===== src/rtl/stream_group_accumulator.sv =====
// stream_group_accumulator: sums each run of GROUP consecutive stream
// elements into one registered result (valid/ready in and out).
//
// Ports:
//   clk, rst            clock, synchronous active-high reset
//   in_data/valid/ready input stream (in_ready is combinational)
//   in_last             early group close, only with STREAM_GROUP_ACC_LAST_EN
//   out_data/valid/ready registered group-sum output stream
//
// Optional feature macro: STREAM_GROUP_ACC_LAST_EN (adds in_last).
module stream_group_accumulator #(
    parameter int IN_WIDTH  = 16,
    parameter int GROUP     = 2,
    parameter bit SIGNED    = 1'b1,
    localparam int OUT_WIDTH = IN_WIDTH + $clog2(GROUP)
) (
    input  logic                 clk,
    input  logic                 rst,
    input  logic [IN_WIDTH-1:0]  in_data,
    input  logic                 in_valid,
    output logic                 in_ready,
`ifdef STREAM_GROUP_ACC_LAST_EN
    input  logic                 in_last,
`endif
    output logic [OUT_WIDTH-1:0] out_data,
    output logic                 out_valid,
    input  logic                 out_ready
);

    localparam int CNT_W = (GROUP > 1) ? $clog2(GROUP) : 1;
    localparam logic [CNT_W-1:0] LAST_CNT = CNT_W'(GROUP - 1);

    logic [OUT_WIDTH-1:0] r_acc;
    logic [CNT_W-1:0]     r_count;
    logic [OUT_WIDTH-1:0] r_out_data;
    logic                 r_out_valid;

    logic [OUT_WIDTH-1:0] w_ext;
    logic [OUT_WIDTH-1:0] w_sum;
    logic                 w_closing;
    logic                 w_accept;
    logic                 w_pop;

    always_comb begin
        if (SIGNED) begin
            w_ext = OUT_WIDTH'($signed(in_data));
        end else begin
            w_ext = OUT_WIDTH'(in_data);
        end
    end

    // The first element of a group starts from zero regardless of r_acc.
    assign w_sum = ((r_count == '0) ? '0 : r_acc) + w_ext;

`ifdef STREAM_GROUP_ACC_LAST_EN
    assign w_closing = (r_count == LAST_CNT) || in_last;
`else
    assign w_closing = (r_count == LAST_CNT);
`endif

    // Only a closing element needs the output register; partial sums
    // keep flowing while a result is held.
    assign in_ready = !w_closing || !r_out_valid || out_ready;
    assign w_accept = in_valid && in_ready;
    assign w_pop    = r_out_valid && out_ready;

    always_ff @(posedge clk) begin
        if (rst) begin
            r_acc       <= '0;
            r_count     <= '0;
            r_out_data  <= '0;
            r_out_valid <= 1'b0;
        end else begin
            if (w_pop) begin
                r_out_valid <= 1'b0;
            end
            if (w_accept) begin
                if (w_closing) begin
                    // Overrides the pop above: new result replaces the old.
                    r_out_data  <= w_sum;
                    r_out_valid <= 1'b1;
                    r_acc       <= '0;
                    r_count     <= '0;
                end else begin
                    r_acc   <= w_sum;
                    r_count <= r_count + CNT_W'(1);
                end
            end
        end
    end

    assign out_data  = r_out_data;
    assign out_valid = r_out_valid;

endmodule


===== config.mk =====
export PLATFORM = sky130hd
export DESIGN_NAME = stream_group_accumulator
export DESIGN_NICKNAME = d
export VERILOG_FILES = /design/src/rtl/stream_group_accumulator.sv
export SDC_FILE = /design/constraint.sdc
export NUM_CORES = 1
export LEC_CHECK = 0
export ABC_AREA = 1
export CAP_MARGIN = 20
export CORE_UTILIZATION = 50
export CTS_CLUSTER_DIAMETER = 30
export DETAILED_ROUTE_END_ITERATION = 6
export PLACE_DENSITY = 0.76
export REMOVE_ABC_BUFFERS = 1
export SYNTH_ARGS = -nofsm -noshare
export SYNTH_HDL_FRONTEND = slang
export SYNTH_SLANG_ARGS = --single-unit

===== constraint.sdc =====
create_clock -name clk -period 5.5 [get_ports clk]
set_clock_uncertainty 0.1 [all_clocks]
set_input_delay 1.1 -clock clk [delete_from_list [all_inputs] [get_ports clk]]
set_output_delay 1.1 -clock clk [all_outputs]
set_load 0.01 [all_outputs]

==> results.md, run 1 <==
* Status: complete, no violations
* Final instance area at roughly 0.0029 mm^2
* GRT Resource Usage Total at approximately 24%
* Hold crit path type: flip-flop to flip-flop
* Final Critical Period at about 3500 ps
* CP Capture Type: output port
* Gate Count Post-Synth at 381
* Gpl congestion at 0.896
* Peak supply drop at roughly 130 uV
* Post-CTS Setup Repair Bufs at 0
* Clk_lat worst skew at 290 ps
* H-tree depth at 2
* Logic pwr share at between 10% and 20%
* R2R setup slack at 2610 ps
* Average size of a mapped cell at 6.21 um^2
* WP data arrival at 2290 ps
* Clock share of power at 36.1%
* Post-DR vias/cell at 4.87
* DRC Markers at 0
* Layout cells sized above 1 at 4.52%
* Ys flop type: dfxtp_1
* Static Leak at 1.59 nW
* Final Setup Violations at 0
* Placed Cells at 464
* Initial DRC Count at 122
* Net Sw Frac at 27.6%
* Largest net degree at the start of global routing at 23
* Part of the Yosys area used for sequential elements at 30.4%
* Hold_buf cts at 0
* CTS root buffer: clkbuf_8
* I/O pins at 39
* Max Slew Vio Count at 0
* Post-route non-filler standard cell count at 472
* ANT cells at 0
* Max Cap Viol at 0
* Grt ovf at 0
* Via count at 2300
* Startpoint Class: input port
* CORE AREA at around 0.0044 mm^2
* Cell Area, Synth at 0.00237 mm^2
* Worst Path Required at 4300 ps
* Max Clk Rate at 287 MHz
* Row count at 24
* Worst-case clock buffer depth at 2
* Most instantiated cells after synthesis: 149 x nand2_1, 69 x inv_1, 36 x dfxtp_1, 30 x nand3_1, 25 x a21oi_1
* Number of global-route vias before repair at 2104
* Wirelength per Cell at 11.6 um
* Sink Count at 36
* WL final at 5.50 mm
* EDFF count, synth at 0
* Synth area leaders: dfxtp_1 30%, nand2_1 24%, inv_1 11%
* Initial antenna violation count at 0
* Yosys Warn Count at 0
* Overall die width at 70.8 um
* Full die area at around 0.0050 mm^2
* Crit-path max FO at 2
* Setup TNS at 0 ps
* Hold Violations, Final at 0
* PwrDens at 222 mW/mm^2
* Post-cts resize count at 0
* RSZ-0062 raised after global routing: false
* Final worst-path cycle share at ~63%
* Sw Pwr at 0.177 mW
* Clk pin slew, worst setup/hold paths at 70 ps
* Sequential power share at 44.8%
* Int Pwr at 0.465 mW
* Top cell type's share of synthesized area at 30.4%
* Buffers on Ports at 38
* Die height at 70.8 um
* DP HPWL at 3.94 mm
* Yosys reg bits at 36
* Layout filler cell count at 420
* TritonCTS clock tree: yes
* NumNets Final at around 460
* Cell variety after synth at 27
* Rel. slew slack at between 30 and 40%
* Synth area leader: dfxtp_1
* Critical setup path kind: input port to output port
* Placed Instance Area at roughly 0.0028 mm^2
* DRT Pass-1 Iters at 6
* TritonCTS Buffers at 5
* Ys async rst share at 0%
* Count leader, synth: nand2_1
* Area Growth Syn to Fin at 21.9%
* Global-route wire length before repair at slightly above 9 mm
* ANT nets after route at 0
* Slew of the pin with the lowest slew margin at 1000 ps
* Starting utilization of the core area at 53.3%
## cell families (layout without fill, tap and decap cells)
group | count (synthesis) | after routing | synth area share (%)
simple gates | 209 | 209 | 37.0
buf+inv | 79 | 118 | 13.1
flops | 36 | 36 | 30.4
compound gates | 34 | 34 | 7.93
fa+ha+maj | 17 | 17 | 9.30
xor+xnor | 6 | 6 | 2.22
## power by group through the flow
stage | Clock, mW | Sequential [mW] | Combinational (mW)
5_1_grt | 0.250 | 0.289 | 0.138
6_report | 0.232 | 0.287 | 0.123
3_3_place_gp | 0 | 0.293 | 0.120
3_5_place_dp | 0 | 0.293 | 0.122
2_1_floorplan | 0 | 0.294 | 0.0710
4_1_cts | 0.239 | 0.287 | 0.123
## critical path, cell delays in order
cell and delay [ps]:
clkdlybuf4s50_1 390, nor2_1 160, nand2_2 100, clkdlybuf4s50_1 530
## cells in the final DEF, fill, tap and decap left out
cell,netlist,final
nand2_1,149,149
inv_1,69,69
clkdlybuf4s50_1,0,38
dfxtp_1,36,36
nand3_1,30,30
a21oi_1,25,25
ha_1,16,16
nor2_1,14,14
clkbuf_8,0,5
xnor2_1,4,4
a22o_1,4,4
o21ai_0,4,4
nand2_2,3,3
or2_2,3,3
nor3_1,3,3
nor2_4,2,2
clkinv_2,1,2
nand3b_1,2,2
xor2_1,2,2
nand2_4,1,1
inv_2,1,1
o21a_1,1,1
and2_1,1,1
nand2b_1,1,1
fa_1,1,1
clkbuf_1,2,1
bufinv_16,0,1
buf_4,0,1
## final timing paths
path,startpoint,end,depth (start not counted)
setup / recovery,out_ready,in_ready,4
setup reg to reg,r_count$_SDFFE_PP0P_,r_acc[14]$_SDFFE_PP0P_,14
hold reg to reg,out_data[6]$_SDFFE_PP0P_,out_data[6]$_SDFFE_PP0P_,2
hold / removal,out_data[6]$_SDFFE_PP0P_,out_data[6]$_SDFFE_PP0P_,2
## layer usage
metal / vias to the layer above / track usage (%) / part of all wire [%]
met3: 9 / 5.41 / 3.5
met5: - / 0 / 0
met2: 38 / 37.7 / 42
met4: 0 / 12.0 / 2.0
met1: 1015 / 31.2 / 52
li1: 1238 / - / -
## per-stage QoR
| step | power [mW] | setup WS [ps] | hold WS (ps) | util (%) |
|---|---|---|---|---|
| global route | 0.677 | 1940 | 370 | 64.9 |
| detailed placement | 0.415 | 2020 | 339 | 62.5 |
| finish | 0.642 | 2010 | 351 | 64.9 |
| global placement | 0.413 | 2040 | 336 | 62.5 |
| floorplan | 0.365 | 2970 | 339 | - |
| CTS | 0.649 | 2010 | 354 | 64.9 |
## registers in the layout (all words and copies together) (netlist names)
| name | cells |
|---|---|
| out_valid | 1 |
| r_count | 1 |
| out_data | 17 |
| r_acc | 17 |
## cell type report
class / instances / area [um^2] / share of cell area, %
well taps: 52 / 65.1 / 2.25
multi-input cells: 266 / 1340 / 46.3
repair buffers: 39 / 388 / 13.4
clock buffers: 6 / 72.6 / 2.52
inverters: 71 / 268 / 9.28
clock inverters: 2 / 35.0 / 1.21
flip-flops and latches: 36 / 721 / 25.0
Power figures use the tool's default switching activity.
==> run 2, diff against run 1 <==
- clock period: 5.5 -> 3.4 ns (I/O delays scaled with it)
==> run 2 against run 1 <==
Net effect: the run now ends with DRC left; count of clock-buffer cells in the layout is the same; setup slack got worse by 1200 ps; routed wire length is 5.1% higher; global-route usage up 1.1 points; register-to-register slack worse by 1700 ps; cell area did not move; core utilization is the same; highest routed layer unchanged; clock power rose by 39%; via count is 1.3% higher; final cell count up 0.42%; sequential power grew 60%; worst hold slack gained 5.8 ps; critical endpoint unchanged.
==> results.md, run 2 (synthesized netlist as in run 1, its figures left out) <==
* Status: finished, violations left
* Violated checks: DRC
* CORE AREA at 0.00444 mm^2 (unchanged)
* ANT nets after route at 0 (unchanged)
* Final Critical Period at 2600 ps
* CP Capture Type: output port
* Layout cells sized above 1 at 5.21% (+0.69 points)
* Commonest non-fill, non-tap cell in the layout: nand2_1
* Initial DRC Count at 138 (+13%)
* Max Cap Viol at 0 (unchanged)
* Max Clk Rate at about 380 MHz
* Worst Path Required at 2620 ps (-1680 ps)
* WL final at 5.78 mm (+5.1%)
* R2R setup slack at 890 ps (-1720 ps)
* Peak supply drop at 234 uV (+87%)
* Starting utilization of the core area at 53.3% (unchanged)
* Startpoint Class: input port
* DRT Pass-1 Iters at 6 (unchanged)
* ANT cells at 0 (unchanged)
* WP data arrival at 1820 ps (-470 ps)
* Reg2reg path depth at 15 (+1)
* Hold Violations, Final at 0 (unchanged)
* Full die area at 0.00501 mm^2 (unchanged)
* DRC Markers at 2 (+2)
* Final worst-path cycle share at 76.4%
* Wirelength per Cell at 12.2 um (+4.7%)
* TritonCTS clock tree: yes
* Area Growth Syn to Fin at 21.9% (unchanged)
* Worst-case clock buffer depth at 2 (unchanged)
* CTS root buffer: clkbuf_8
* Final core utilization at 64.9% (unchanged)
* H-tree depth at 2 (unchanged)
* Gpl congestion at 0.929 (+3.7%)
* Global-route wire length before repair at 9.87 mm (+6.0%)
* Clk pin slew, worst setup/hold paths at 70 ps (about the same)
* Setup TNS at 0 ps (unchanged)
* Max Slew Vio Count at 0 (unchanged)
* Overall die width at 70.8 um (unchanged)
* TritonCTS Buffers at 5 (unchanged)
* Sink Count at 36 (unchanged)
* Slew of the pin with the lowest slew margin at 473 ps (-527 ps)
* Hold crit path type: flip-flop to flip-flop
* Post-CTS Setup Repair Bufs at 0 (unchanged)
* Initial antenna violation count at 0 (unchanged)
* Hold WS at 356 ps (+5.81 ps)
* NumNets Final at 458 (+0.44%)
* Number of global-route vias before repair at 2254 (+7.1%)
* Critical setup path kind: input port to output port
* Worst setup path endpoint: in_ready
* Final Setup Violations at 0 (unchanged)
* Row count at 24 (unchanged)
* Grt ovf at 0 (unchanged)
* R2r endpoint: r_acc[10]$_SDFFE_PP0P_
* Static Leak at 1.60 nW (+0.37%)
* FF-to-FF Start: r_count$_SDFFE_PP0P_
* PwrDens at 343 mW/mm^2 (+54%)
* Hold_buf cts at 0 (unchanged)
* Clk_lat worst skew at 290 ps (about the same)
* Die height at 70.8 um (unchanged)
* I/O pins at 39 (unchanged)
* Via count at 2330 (+1.3%)
* Rel. slew slack at 68.4% (+35 points)
* Commonest non-fill, non-tap cells in the layout: 149 x nand2_1, 69 x inv_1, 38 x clkdlybuf4s50_1
* DP HPWL at 4.31 mm (+9.5%)
* GRT Resource Usage Total at 25.2% (+1.1 points)
* Layout filler cell count at 430 (+2.4%)
* Largest net degree at the start of global routing at 20 (-13%)
* Post-cts resize count at 0 (unchanged)
* RSZ-0062 raised after global routing: false
* Buffers on Ports at 38 (unchanged)
* Crit path from: out_ready
* Crit-path max FO at 2 (unchanged)
* Post-DR vias/cell at 4.92 (+0.88%)
-- run 2: worst min path at each step --
stage / end / from / cells past startpoint / slack (ps)
3_5_place_dp: out_data[8]$_SDFFE_PP0P_ / out_data[8]$_SDFFE_PP0P_ / 2 / 340
6_report: out_data[12]$_SDFFE_PP0P_ / out_data[12]$_SDFFE_PP0P_ / 2 / 360
2_1_floorplan: r_acc[0]$_SDFFE_PP0P_ / r_acc[0]$_SDFFE_PP0P_ / 2 / 340
3_3_place_gp: out_data[6]$_SDFFE_PP0P_ / out_data[6]$_SDFFE_PP0P_ / 2 / 340
4_1_cts: out_data[11]$_SDFFE_PP0P_ / out_data[11]$_SDFFE_PP0P_ / 2 / 360
5_1_grt: r_acc[2]$_SDFFE_PP0P_ / r_acc[2]$_SDFFE_PP0P_ / 2 / 380
-- run 2: final cells by class --
cell class,instances,area [um^2],share of cell area (%)
Clock buffer,6,82.6,2.86
Multi-Input combinational cell,266,1340,46.3
Tap cell,52,65.1,2.25
Sequential cell,36,721,25.0
Clock inverter,2,10.0,0.347
Inverter,71,268,9.28
Timing Repair Buffer,41,403,14.0
-- run 2: metrics by stage --
step                instance area (um^2)  std cells  power (mW)  worst slack [ps]
CTS                                 2890        474       0.995               793
floorplan                           2320        373       0.590              1130
global placement                    2790        466       0.671               654
global route                        2890        474        1.04               669
detailed placement                  2790        466       0.676               601
finish                              2890        474       0.989               801
-- run 2: worst max-delay path: stages --
cell and delay (ps):
clkdlybuf4s50_1 400, nor2_1 160, nand2_2 90, clkdlybuf4s50_1 490
-- run 2: power breakdown --
group	switching [mW]	internal (mW)	total, mW
combinational	0.116	0.0906	0.207
clock	0.160	0.162	0.322
sequential	0.0141	0.446	0.460
-- run 2: routing by layer --
metal	wire length, um	up-vias	track usage, %
li1	-	1248	-
met1	2680	998	31.9
met2	2580	71	41.7
met3	400	13	4.99
met4	114	0	10.9
met5	0	-	0
==> run 3, diff against run 2 <==
- CORE_UTILIZATION: 50 -> 48
- clock period: 3.4 -> 2.27 ns (I/O delays scaled with it)
==> run 3 against run 2 <==
Net effect: the flow now finishes without violations; cell area rose by 6.4%; final cell count rose by 6.3%; routed wire length rose by 7.1%; global-route usage barely moved; combinational power rose by 68%; count of clock-buffer cells in the layout fell by 1; total power rose by 64%; clock power rose by 81%; via count rose by 5.3%; critical path type unchanged.
==> results.md, run 3 (synthesized netlist as in run 1, its figures left out) <==
* Status: complete, no violations
* GRT met2 Usage at 42.6% (+0.91 points)
* Global routing's busiest layer: met2
* Slowest-stage cell, CP: clkdlybuf4s50_1
* Sink Count at 36 (unchanged)
* PwrDens at 527 mW/mm^2 (+54%)
* DP HPWL at 4.61 mm (+7.0%)
* Hold Violations, Final at 0 (unchanged)
* Rel. slew slack at 82.5% (+14 points)
* Starting utilization of the core area at 50.1% (-3.1 points)
* Row count at 25 (+4.2%)
* Wirelength per Cell at 12.3 um (+0.72%)
* Int Pwr at 1.15 mW (+65%)
* Gpl congestion at 0.956 (+2.8%)
* Commonest non-fill, non-tap cells in the layout: 146 x nand2_1, 69 x inv_1, 37 x clkdlybuf4s50_1
* Sw Pwr at 0.466 mW (+60%)
* Max Clk Rate at about 470 MHz
* NumNets Final at 473 (+3.3%)
* WP buf/inv at 2 (unchanged)
* Initial DRC Count at 164 (+19%)
* Startpoint Class: input port
* CP Capture Type: output port
* Static Leak at 1.69 nW (+5.5%)
* Commonest non-fill, non-tap cell in the layout: nand2_1
* CP peak stage delay at 540 ps (+50 ps)
* ANT cells at 0 (unchanged)
* Net Sw Frac at 28.8% (-0.57 points)
* Largest net degree at the start of global routing at 19 (-5.0%)
* Clk_lat worst skew at 300 ps (about the same)
* Final Setup Violations at 0 (unchanged)
* Reg2reg path depth at 14 (-1)
* Grt ovf at 0 (unchanged)
* Clock share of power at 36.0% (+3.5 points)
* Post-DR vias/cell at 4.87 (-0.99%)
* Clk pin slew, worst setup/hold paths at 80 ps (about the same)
* Total power at 1.62 mW (+64%)
* Max Slew Vio Count at 0 (unchanged)
* Layout filler cell count at 437 (+1.6%)
* Slew of the pin with the lowest slew margin at 262 ps (-211 ps)
* TritonCTS Buffers at 5 (unchanged)
* Worst hold stages at 2 (unchanged)
* TritonCTS clock tree: yes
* Via count at 2453 (+5.3%)
* Crit-path leading delay family: buffers and inverters
* DRT Pass-1 Iters at 5 (-1)
* Crit-path cells: clkdlybuf4s50_1 -> nor2_1 -> nand2_2 -> clkdlybuf4s50_1
* H-tree depth at 2 (unchanged)
* CTS root buffer: clkbuf_8
* CORE AREA at 0.00472 mm^2 (+6.3%)
* WL final at 6.19 mm (+7.1%)
* Full die area at 0.00522 mm^2 (+4.1%)
* Layout cells sized above 1 at 10.1% (+4.9 points)
* Most used cell, CP: clkdlybuf4s50_1
* Worst setup margin at 130 ps (-671 ps)
* Peak supply drop at 430 uV (+84%)
* Area Growth Syn to Fin at 29.7%
* GR Util met1 at 31.8% (-0.097 points)
* Max Cap Viol at 0 (unchanged)
* Global-route wire length before repair at 10.2 mm (+3.5%)
* Critical setup path kind: input port to output port
* DRC Markers at 0 (-2)
* Number of global-route vias before repair at 2327 (+3.2%)
* Initial antenna violation count at 0 (unchanged)
* Setup TNS at 0 ps (unchanged)
* ANT nets after route at 0 (unchanged)
* Hold crit path type: flip-flop to flip-flop
* Die height at 72.2 um (+2.0%)
* Worst-case clock buffer depth at 2 (unchanged)
* Overall die width at 72.2 um (+2.0%)
* Final Critical Period at 2140 ps
* Final worst-path cycle share at between 90% and 100%
* Met3 Use GR at 4.86% (-0.12 points)
* Post-route non-filler standard cell count at 504 (+6.3%)
* Buffers on Ports at 38 (unchanged)
* Worst Path Required at 1720 ps (-900 ps)
* Sequential power share at 42.5% (-4.0 points)
* Logic pwr share at 21.4% (+0.5 points)
* Final core utilization at 65.0% (about the same)
* Crit-path max FO at 2 (unchanged)
* RSZ-0062 raised after global routing: false
* Placed Cells at 496 (+6.4%)
* I/O pins at 39 (unchanged)
* Worst slack, placed at -330 ps (-931 ps)
* Crit. path cell count at 4 (unchanged)
* WP data arrival at 1590 ps (-230 ps)
* GRT Resource Usage Total at 25.2% (about the same)
-- run 3: layout make-up --
cell class / instances / area [um^2] / area share (%)
Clock inverter: 3 / 42.5 / 1.39
Clock buffer: 5 / 68.8 / 2.24
Tap cell: 67 / 83.8 / 2.73
Multi-Input combinational cell: 266 / 1350 / 44.1
Timing Repair Buffer: 56 / 531 / 17.3
Inverter: 71 / 268 / 8.72
Sequential cell: 36 / 722 / 23.5
-- run 3: metrics by stage --
stage | area (um^2) | hold slack, ps
3_5_place_dp | 2940 | 341
2_1_floorplan | 2320 | 339
3_3_place_gp | 2940 | 339
6_report | 3070 | 351
4_1_cts | 3050 | 354
5_1_grt | 3070 | 371
-- run 3: power by group through the flow --
stage          clock (mW)  sequential, mW  combinational, mW
2_1_floorplan           0           0.712              0.172
3_3_place_gp            0           0.701              0.332
3_5_place_dp            0           0.702              0.339
4_1_cts             0.586           0.688              0.343
5_1_grt             0.618           0.693              0.381
6_report            0.583           0.688              0.347
-- run 3: final timing paths --
check / startpoint / end / slack, ps
max reg2reg: r_count$_SDFFE_PP0P_ / r_acc[14]$_SDFFE_PP0P_ / 230
min: out_data[11]$_SDFFE_PP0P_ / out_data[11]$_SDFFE_PP0P_ / 350
min reg2reg: out_data[11]$_SDFFE_PP0P_ / out_data[11]$_SDFFE_PP0P_ / 350
max: out_ready / in_ready / 130
-- run 3: what timing repair did --
item	CTS	global route
buffers inserted	0	0
hold buffers	0	0
gates resized for setup	2	6
endpoints found under the setup margin	3	10
pin swaps	0	3
gates cloned	0	0
-- run 3: per-layer routing --
metal	share of wire (%)	wire length [um]
met1	45	2780
met2	47	2900
met3	6.6	407
met4	1.7	104
met5	0	0
-- run 3: tightest hold or removal path: stages, from the launching register on --
cell and delay (ps):
dfxtp_1 310, nand2_1 60, nand2_1 40
